[src/rtl/pe_pkg.sv]
// pe_pkg: shared widths, accumulator FSM encoding and the operand extend helper
package pe_pkg;
  localparam int DATA_W_DEF = 16;
  localparam int ACC_W_DEF  = 40;
  localparam int CNT_W_DEF  = 8;
  localparam int EXT_W      = 64;
  localparam int EXT_IW     = $clog2(EXT_W);
  typedef enum logic [1:0] {
    ST_IDLE  = 2'd0,
    ST_ACCUM = 2'd1
  } state_e;
  // Widens the low w bits of d to EXT_W, replicating bit w-1 when sgn is set;
  // callers truncate the result to their own accumulator width.
  function automatic logic [EXT_W-1:0] ext_fn(input logic [EXT_W-1:0] d, input int w, input logic sgn);
    logic [EXT_W-1:0] r;
    r = '0;
    for (int i = 0; i < EXT_W; i++)
      r[EXT_IW'(i)] = (i < w) ? d[EXT_IW'(i)] : (sgn & d[EXT_IW'(w - 1)]);
    return r;
  endfunction
endpackage

[src/rtl/pe_mul_accum_if.sv]
// pe_mul_accum_if: product input stream and group-sum output stream
interface pe_mul_accum_if #(
  parameter int DATA_W = pe_pkg::DATA_W_DEF,
  parameter int ACC_W  = pe_pkg::ACC_W_DEF,
  parameter int CNT_W  = pe_pkg::CNT_W_DEF
);
  logic              in_valid;
  logic              in_ready;
  logic [DATA_W-1:0] in_data;
  logic              in_signed;
  logic [CNT_W-1:0]  cfg_len;
  logic              out_valid;
  logic              out_ready;
  logic [ACC_W-1:0]  out_data;
  logic [CNT_W-1:0]  out_count;
  modport master (
    output in_valid, in_data, in_signed, cfg_len, out_ready,
    input  in_ready, out_valid, out_data, out_count
  );
  modport slave (
    input  in_valid, in_data, in_signed, cfg_len, out_ready,
    output in_ready, out_valid, out_data, out_count
  );
endinterface

[src/rtl/pe_accum_out_reg.sv]
// pe_accum_out_reg: 1-deep valid/ready holding register for finished group sums
module pe_accum_out_reg #(
  parameter int ACC_W = pe_pkg::ACC_W_DEF,
  parameter int CNT_W = pe_pkg::CNT_W_DEF
) (
  input  logic             CLK,
  input  logic             RESET_N,
  input  logic             clk_en,
  input  logic             load_i,
  input  logic [ACC_W-1:0] data_i,
  input  logic [CNT_W-1:0] count_i,
  input  logic             ready_i,
  output logic             valid_o,
  output logic [ACC_W-1:0] data_o,
  output logic [CNT_W-1:0] count_o
);
  logic             valid_q, valid_d;
  logic [ACC_W-1:0] data_q, data_d;
  logic [CNT_W-1:0] count_q, count_d;
  // A load wins over a drain so a sum arriving on the drain edge keeps valid high
  always_comb begin
    valid_d = load_i ? 1'b1 : (valid_q & ready_i) ? 1'b0 : valid_q;
    data_d  = load_i ? data_i : data_q;
    count_d = load_i ? count_i : count_q;
  end
  // Output register, frozen while clk_en is low
  always_ff @(posedge CLK) begin
    if (!RESET_N) begin
      valid_q <= 1'b0;
      data_q  <= '0;
      count_q <= '0;
    end else if (clk_en) begin
      valid_q <= valid_d;
      data_q  <= data_d;
      count_q <= count_d;
    end
  end
  assign valid_o = valid_q;
  assign data_o  = data_q;
  assign count_o = count_q;
endmodule

[src/rtl/pe_mul_accum.sv]
// pe_mul_accum: sums groups of cfg_len PE products and emits each group sum
module pe_mul_accum
  import pe_pkg::*;
#(
  parameter int DATA_W = DATA_W_DEF,
  parameter int ACC_W  = ACC_W_DEF,
  parameter int CNT_W  = CNT_W_DEF
) (
  input  logic          CLK,
  input  logic          RESET_N,
  input  logic          clk_en,
  pe_mul_accum_if.slave bus
);
  state_e           state_q, state_d;
  logic [CNT_W-1:0] beat_cnt_q, beat_cnt_d;
  logic [CNT_W-1:0] len_q, len_d;
  logic [ACC_W-1:0] acc_q, acc_d;
  logic [CNT_W-1:0] eff_len;
  logic [ACC_W-1:0] ext, sum;
  logic             first, last, in_rdy, in_fire, out_valid;
  // cfg_len is only honoured on the first beat; later beats use the latched length
  assign ext     = ACC_W'(ext_fn(EXT_W'(bus.in_data), DATA_W, bus.in_signed));
  assign first   = state_q == ST_IDLE;
  assign eff_len = first ? ((bus.cfg_len == '0) ? CNT_W'(1) : bus.cfg_len) : len_q;
  assign last    = (beat_cnt_q + CNT_W'(1)) == eff_len;
  assign sum     = first ? ext : acc_q + ext;
  // Only a closing beat can stall, and only while the previous sum is stuck
  assign in_rdy       = clk_en & ~(last & out_valid & ~bus.out_ready);
  assign in_fire      = clk_en & bus.in_valid & in_rdy;
  assign bus.in_ready = in_rdy;
  assign bus.out_valid = out_valid;
  // Next-state: accepted beats advance the group, the closing beat returns to idle
  always_comb begin
    state_d    = state_q;
    beat_cnt_d = beat_cnt_q;
    len_d      = len_q;
    acc_d      = acc_q;
    if (in_fire) begin
      state_d    = last ? ST_IDLE : ST_ACCUM;
      beat_cnt_d = last ? '0 : beat_cnt_q + CNT_W'(1);
      len_d      = eff_len;
      acc_d      = last ? '0 : sum;
    end
  end
  // Group state registers; a reset drops any partial sum
  always_ff @(posedge CLK) begin
    if (!RESET_N) begin
      state_q    <= ST_IDLE;
      beat_cnt_q <= '0;
      len_q      <= '0;
      acc_q      <= '0;
    end else if (clk_en) begin
      state_q    <= state_d;
      beat_cnt_q <= beat_cnt_d;
      len_q      <= len_d;
      acc_q      <= acc_d;
    end
  end
  pe_accum_out_reg #(.ACC_W(ACC_W), .CNT_W(CNT_W)) u_out (
    .CLK     (CLK),
    .RESET_N (RESET_N),
    .clk_en  (clk_en),
    .load_i  (in_fire & last),
    .data_i  (sum),
    .count_i (eff_len),
    .ready_i (bus.out_ready),
    .valid_o (out_valid),
    .data_o  (bus.out_data),
    .count_o (bus.out_count)
  );
endmodule

[src/flat_wrapper.sv]
// flat-port wrapper written by rule: the top's interface ports become plain ports
module pe_mul_accum_flat import pe_pkg::*;
#(
  parameter int DATA_W = DATA_W_DEF,
  parameter int ACC_W  = ACC_W_DEF,
  parameter int CNT_W  = CNT_W_DEF
)
  (CLK, RESET_N, clk_en, bus_in_valid, bus_in_data, bus_in_signed, bus_cfg_len, bus_out_ready, bus_in_ready, bus_out_valid, bus_out_data, bus_out_count);
  pe_mul_accum_if #(.DATA_W(DATA_W), .ACC_W(ACC_W), .CNT_W(CNT_W)) bus_i ();
  input  logic CLK;
  input  logic RESET_N;
  input  logic clk_en;
  input wire logic [$bits(bus_i.in_valid)-1:0] bus_in_valid;
  input wire logic [$bits(bus_i.in_data)-1:0] bus_in_data;
  input wire logic [$bits(bus_i.in_signed)-1:0] bus_in_signed;
  input wire logic [$bits(bus_i.cfg_len)-1:0] bus_cfg_len;
  input wire logic [$bits(bus_i.out_ready)-1:0] bus_out_ready;
  output wire logic [$bits(bus_i.in_ready)-1:0] bus_in_ready;
  output wire logic [$bits(bus_i.out_valid)-1:0] bus_out_valid;
  output wire logic [$bits(bus_i.out_data)-1:0] bus_out_data;
  output wire logic [$bits(bus_i.out_count)-1:0] bus_out_count;
  assign bus_i.in_valid = bus_in_valid;
  assign bus_i.in_data = bus_in_data;
  assign bus_i.in_signed = bus_in_signed;
  assign bus_i.cfg_len = bus_cfg_len;
  assign bus_i.out_ready = bus_out_ready;
  assign bus_in_ready = bus_i.in_ready;
  assign bus_out_valid = bus_i.out_valid;
  assign bus_out_data = bus_i.out_data;
  assign bus_out_count = bus_i.out_count;
  pe_mul_accum #(.DATA_W(DATA_W), .ACC_W(ACC_W), .CNT_W(CNT_W)) u_core (.CLK(CLK), .RESET_N(RESET_N), .clk_en(clk_en), .bus(bus_i));
endmodule
[config.mk]
export PLATFORM = sky130hd
export DESIGN_NAME = pe_mul_accum_flat
export DESIGN_NICKNAME = d
export VERILOG_FILES = /design/src/rtl/pe_pkg.sv /design/src/rtl/pe_mul_accum_if.sv /design/src/rtl/pe_accum_out_reg.sv /design/src/rtl/pe_mul_accum.sv /design/src/flat_wrapper.sv
export SDC_FILE = /design/constraint.sdc
export NUM_CORES = 1
export LEC_CHECK = 0
export ABC_AREA = 1
export BUFFER_PORTS_ARGS = -buffer_cell sky130_fd_sc_hd__buf_2
export CAP_MARGIN = 0
export CORE_UTILIZATION = 50
export DETAILED_ROUTE_END_ITERATION = 7
export PLACE_DENSITY = 0.7
export REMOVE_ABC_BUFFERS = 1
export SLEW_MARGIN = 10
export SYNTH_ARGS = -nofsm -noshare
export SYNTH_HDL_FRONTEND = slang
export SYNTH_SLANG_ARGS = --single-unit
[constraint.sdc]
create_clock -name CLK -period 3.2 [get_ports CLK]
set_clock_uncertainty 0.1 [all_clocks]
set_input_delay 0.8 -clock CLK [delete_from_list [all_inputs] [get_ports CLK]]
set_output_delay 0.8 -clock CLK [all_outputs]
set_load 0.005 [all_outputs]
==> impl_metrics.json, run 1 <==
{
  "cts-hold-fix-buffers": 0,
  "cts_buffer_depth": 2,
  "grt.total_usage_pct": 29.9,
  "die_w_um": 123,
  "synth_edf_count": 0,
  "yosysTopAreaCell": "dfxtp_1",
  "fmax_mhz": 328,
  "vdd_ir_drop_max_mv": 0.302,
  "avgSynthCellArea_um2": 5.77,
  "wl_um": 21400,
  "r2r_cells": 15,
  "leakagePower_nw": 4.27,
  "dp_hpwl_um": 16100,
  "synth-main-ff-cell": "dfxtp_1",
  "clk_pin_slew_ns": 0.08,
  "status": "finished clean",
  "reg2reg_from": "u_core.acc_q[0]",
  "fin_ws_ns": 0.155,
  "fillers": 1499,
  "vias": 7859,
  "final_area_um2": 8180,
  "drc_errors": 0,
  "synth_area_leaders": "dfxtp_1 (29%), nand2_1 (27%), nand3_1 (9.3%)",
  "first_pass_iters": 7,
  "synth_area_um2": 7290,
  "grt_max_degree": 42,
  "tightest_slew_ns": 0.591,
  "dieArea_um2": 15100,
  "cts_resized": 0,
  "min_path_cells": 2,
  "critPathMaxFanout": 4,
  "root_buffer": "clkbuf_16",
  "synth.distinct_cells": 37,
  "ff2ff_setup_slack_ns": 0.68,
  "hold_path.class": "flop to flop",
  "antenna_found_initial": 0,
  "synth_top_area_share_pct": 29.1,
  "power_density_nw_per_um2": 366,
  "area_growth_pct": 12.3,
  "timing.rr.end": "u_core.acc_q[36]",
  "maxCapViolCount": 0,
  "synth_cells": 1264,
  "final_util_pct": 58.3,
  "drive_above_1_share_pct": 10.1,
  "crit_start": "bus_cfg_len[5]",
  "dp_slack_ns": 0.106,
  "period_minus_slack_ns": 3.04,
  "fin_crit_sh_pct": 95.2,
  "clkLatencyLatePin_ns": 0.37,
  "stdcell_count": 1515,
  "cts_buffers": 9,
  "grt_pass1_wl_um": 35000,
  "hold_path.startpoint": "u_core.u_out.count_o[4]",
  "synth_warnings": 0,
  "die_h_um": 123,
  "final_antenna_net_count": 0,
  "top_level_ports": 80,
  "post_cts_buffers": 0,
  "cts_sinks": 106,
  "floorplan.rows": 43,
  "cp.arrival_ns": 2.14,
  "finalNetCount": 1378,
  "ys_seq_elements": 106,
  "slew_violations": 0,
  "viasPerCell": 5.19,
  "gp_congestion": 0.937,
  "grt_pass1_vias": 7101,
  "hold_violations": 0,
  "overflow": 0,
  "wl_per_cell_um": 14.1,
  "n_antenna_cell": 0,
  "rsz0062_at_grt": "false",
  "io_buffers": 79,
  "synth_async_sr_flop_share_pct": 0,
  "worstHoldEndpoint": "u_core.u_out.count_o[4]",
  "dpl_cell_area_um2": 7870,
  "slew_headroom_pct": 60.5,
  "cp-start-kind": "input pin",
  "initial_core_util_pct": 51.9,
  "worstSetupPathType": "input pin to output pin",
  "core_area_um2": 14000,
  "drtIter0Drc": 515,
  "required_ns": 2.30,
  "placed_cells": 1499,
  "h-tree-depth": 3,
  "seq_area_frac_synth_pct": 29.1,
  "finalSetupViolCount": 0,
  "cts_tree": "yes",
  "crit_path_end_kind": "output pin"
}
-- placed cells by master, fill, tap and decap left out, types with 2 or more instances in the layout --
cell and count:
inv_2 4, nor3_1 8, clkbuf_16 9, nand3_1 136, a21oi_1 102, o21ai_1 3
nand3b_1 2, inv_6 3, buf_4 20, o21ai_2 2, xor2_1 9, inv_1 151
o21bai_1 3, nand2_1 533, dfxtp_1 106, o21a_1 2, nor2_2 3, nor2_1 71
and2_1 2, and3_1 3, ha_1 16, a41oi_1 2, buf_2 79, xnor2_1 10
buf_12 3, nand4_1 14, o21ai_0 22
-- state kept, by name, indices dropped and copies added (netlist names) --
| signal | count |
|---|---|
| u_core.acc_q | 40 |
| u_core.u_out.data_o | 40 |
| u_core.beat_cnt_q | 8 |
| u_core.len_q | 8 |
| u_core.u_out.count_o | 8 |
| u_core.state_q | 1 |
| u_core.u_out.valid_o | 1 |
-- area by class of cell --
cell class	instances	area, um^2	area share [%]
repair buffers	103	617	7.54
well taps	180	225	2.75
clock buffers	10	239	2.92
inverters	156	586	7.15
clock inverters	6	47.5	0.581
multi-input cells	954	4350	53.1
flip-flops and latches	106	2120	25.9
-- per-stage QoR --
stage                     hold slack [ns]  total power, mW  setup TNS, ns
after floorplan                     0.341             1.73         -31.75
after global placement              0.349             1.90              0
after detailed placement            0.354             1.90              0
after CTS                           0.366             3.00              0
after global routing                0.382             3.13              0
final                               0.364             3.00              0
-- routing by layer --
| layer | GRT usage [%] | share of wire [%] |
|---|---|---|
| met2 | 50.6 | 46 |
| met3 | 4.51 | 6.4 |
| met4 | 8.23 | 1.9 |
| met1 | 39.3 | 46 |
| met5 | 0 | 0 |
-- synth_stat cells (2+ instances only) --
cell type / n
buf_1: 6
nor3_1: 8
inv_2: 4
buf_2: 13
nand2_1: 533
buf_4: 10
nand3b_1: 2
nor2_1: 72
o21a_1: 2
a21oi_1: 102
clkbuf_1: 16
xnor2_1: 10
a41oi_1: 2
nor2_2: 2
inv_1: 151
nand4_1: 14
and2_1: 2
ha_1: 17
buf_6: 3
and3_1: 3
o21ai_1: 3
dfxtp_1: 106
o21ai_0: 23
xor2_1: 9
o21bai_1: 4
nand3_1: 136
-- worst max-delay path by stage --
stage	endpoint	slack, ns	cells after the start
after global placement	u_core.acc_q[36]	0.15	16
after floorplan	u_core.u_out.data_o[33]	-0.45	11
after detailed placement	u_core.acc_q[36]	0.11	16
after global routing	bus_in_ready	0.01	14
final	bus_in_ready	0.16	12
after CTS	bus_in_ready	0.06	13
-- worst max-delay path, stage by stage --
cell and delay, ns:
buf_2 0.09, inv_1 0.04, o21ai_1 0.31, nand3b_1 0.16, nand3_1 0.12, nor2_1 0.10, nand2_1 0.09, inv_2 0.09
nand2_1 0.07, nand2_1 0.07, clkinv_1 0.07, buf_2 0.13
-- power breakdown --
group          internal (mW)  switching [mW]
combinational          0.168           0.351
clock                  0.558           0.556
sequential              1.35          0.0184
-- kinds of logic (layout without fill, tap and decap cells) --
logic type	Yosys count	after routing	share of synthesized area [%]
and+or+nand+nor	778	778	43.9
xor gates and xnor gates	19	19	2.28
buffers and inverters	204	275	11.6
AOI/OAI and AO/OA	139	139	9.97
adders and majority gates	18	18	3.19
DFF	106	106	29.1
Power figures use the tool's default switching activity.
==> inputs of run 2 (changes only) <==
--- a/config.mk
+++ b/config.mk
@@ -5,7 +5,7 @@
 export SDC_FILE = /design/constraint.sdc
 export NUM_CORES = 1
 export LEC_CHECK = 0
-export ABC_AREA = 1
+export ABC_CLOCK_PERIOD_IN_PS = 3200
 export BUFFER_PORTS_ARGS = -buffer_cell sky130_fd_sc_hd__buf_2
 export CAP_MARGIN = 0
 export CORE_UTILIZATION = 50
==> impl_metrics.json, run 2 <==
{
  "synth-main-ff-cell": "dfxtp_1",
  "io_buffers": 79,
  "synth_async_sr_flop_share_pct": 0,
  "ys_seq_elements": 106,
  "most-common-layout-cells": "nand2_1 (104), buf_4 (102), dfxtp_1 (102)",
  "drc_errors": 0,
  "wl_um": 20600,
  "root_buffer": "clkbuf_16",
  "yosys-top-cells-count": "dfxtp_1 (106), nand2_1 (104), a21oi_1 (52)",
  "placed_cells": 1181,
  "n_antenna_cell": 0,
  "maxCapViolCount": 0,
  "synthXorXnorAreaFrac_pct": 5.53,
  "worstSetupPathType": "input pin to output pin",
  "core_area_um2": 13800,
  "crit_top_cell": "buf_2",
  "slew_headroom_pct": 60.8,
  "synth_edf_count": 0,
  "clkLatencyLatePin_ns": 0.36,
  "avgSynthCellArea_um2": 8.00,
  "floorplan.rows": 43,
  "synth_compound_area_share_pct": 28.4,
  "drive_above_1_share_pct": 26.2,
  "status": "finished clean",
  "synth_warnings": 0,
  "period_minus_slack_ns": 3.14,
  "synth_area_um2": 7090,
  "antenna_found_initial": 0,
  "critPathMaxFanout": 3,
  "cp_cell_sequence": "buf_2 -> mux2_2 -> or3_4 -> a32o_2 -> nor2_4 -> a21boi_0 -> buf_2",
  "synthMuxAreaShare_pct": 3.76,
  "initial_core_util_pct": 51.2,
  "gp_congestion": 0.949,
  "viasPerCell": 5.99,
  "die_w_um": 121,
  "overflow": 0,
  "first_pass_iters": 5,
  "h-tree-depth": 3,
  "final_antenna_net_count": 0,
  "fmax_mhz": 318,
  "dpl_cell_area_um2": 8220,
  "required_ns": 2.30,
  "tightest_slew_ns": 0.586,
  "synth_area_leaders": "dfxtp_1 (30%), nand2_1 (5.5%), xnor2_1 (3.7%)",
  "cts_buffer_depth": 2,
  "dp_slack_ns": -0.326,
  "slew_violations": 0,
  "vdd_ir_drop_max_mv": 0.483,
  "holdWs_ns": 0.352,
  "cp.arrival_ns": 2.24,
  "wl_per_cell_um": 17.2,
  "grt_pass1_vias": 6736,
  "grt.total_usage_pct": 28.7,
  "power_density_nw_per_um2": 371,
  "layout_commonest_cell": "nand2_1",
  "final_area_um2": 8710,
  "dp_hpwl_um": 14700,
  "synth_top_family_by_area": "compound AO/OA/AOI/OAI gates",
  "grt_max_degree": 93,
  "yosysTopAreaCell": "dfxtp_1",
  "clk_pin_slew_ns": 0.07,
  "synth-simple-area-share_pct": 23.9,
  "finalNetCount": 1064,
  "grt_pass1_wl_um": 33200,
  "synthAdderAreaFrac_pct": 3.28,
  "cts_sinks": 106,
  "stdcell_count": 1201,
  "critPathMaxStageDelay_ns": 0.38,
  "hold_violations": 0,
  "synth.most_common_cell": "dfxtp_1",
  "finalSetupViolCount": 0,
  "cts_tree": "yes",
  "cp_slowest_cell": "or3_4",
  "synth_cells": 886,
  "leakagePower_nw": 3.73,
  "cp-start-kind": "input pin",
  "synth_top_area_share_pct": 29.9,
  "power_mw": 3.23,
  "fin_ws_ns": 0.0568,
  "dieArea_um2": 14700,
  "ff2ff_setup_slack_ns": 0.36,
  "drtIter0Drc": 518,
  "hold_path.class": "flop to flop",
  "area_growth_pct": 22.9,
  "die_h_um": 121,
  "synth.distinct_cells": 80,
  "fin_crit_sh_pct": 98.2,
  "cts_buffers": 9,
  "crit_path_end_kind": "output pin",
  "top_level_ports": 80,
  "vias": 7189,
  "seq_area_frac_synth_pct": 29.9
}
==> run 2: cell types whose count changed after synthesis, moves of 20 or more <==
cell	before	now
nand3_1	136	44
a21oi_1	102	52
clkbuf_1	16	37
nor3_1	8	30
xnor2_1	10	30
nor2_1	72	44
inv_1	151	15
nand2_1	533	104
==> run 2: through the flow <==
stage / TNS, ns / util [%]
3_5_place_dp: -5.40 / 59.4
2_1_floorplan: -111.50 / -
6_report: 0 / 63.0
3_3_place_gp: -4.67 / 59.4
5_1_grt: -0.00440 / 63.0
4_1_cts: 0 / 62.1
==> run 2: layout make-up <==
cell class                      instances  area [um^2]
Inverter                               16         60.1
Multi-Input combinational cell        698         4740
Fill cell                            1216         5120
Clock inverter                          5         67.6
Tap cell                              180          225
Timing Repair Buffer                  185         1230
Clock buffer                           11          243
Sequential cell                       106         2130
==> run 2: worst max-delay path, delay by kind of cell <==
kind | cells | cell delay (ns)
multiplexers | 1 | 0.30
AND/OR/NAND/NOR | 2 | 0.50
buffers and inverters | 2 | 0.28
AO/OA/AOI/OAI | 2 | 0.37
==> run 2: what timing repair did <==
item                                    in CTS  in global routing
endpoints found under the setup margin       1                 22
buffers inserted                             4                  0
pin swaps                                    0                  3
gates resized for setup                      9                 25
hold buffers                                 0                  0
==> run 2: worst paths after layout <==
| kind | startpoint | end | cells past startpoint |
|---|---|---|---|
| worst min register to register | u_core.u_out.data_o[13] | u_core.u_out.data_o[13] | 2 |
| worst max-delay path | bus_cfg_len[5] | bus_in_ready | 7 |
| worst max register to register | u_core.acc_q[9] | u_core.acc_q[36] | 10 |
| worst min-delay path | u_core.u_out.data_o[13] | u_core.u_out.data_o[13] | 2 |
==> run 2: kinds of logic (layout without fill, tap and decap cells) <==
group / count (synthesis) / count (layout)
AOI/OAI and AO/OA: 278 / 278
xor gates and xnor gates: 43 / 43
adders and majority gates: 18 / 18
and+or+nand+nor: 334 / 334
buffers and inverters: 82 / 217
muxes: 25 / 25
DFF: 106 / 106
==> run 2: metal layers <==
layer  track usage, %  vias up  routed length [um]
met3             5.45       33                1170
met5                0        -                   0
li1                 -     3545                   -
met1             36.8     3406                9230
met4             10.0        0                 436
met2             47.8      205                9800
==> run 2: power breakdown <==
part | total (mW) | switching [mW] | internal, mW
Combinational | 0.660 | 0.364 | 0.296
Clock | 1.18 | 0.536 | 0.642
Sequential | 1.39 | 0.0423 | 1.35
Total | 3.23 | 0.942 | 2.28
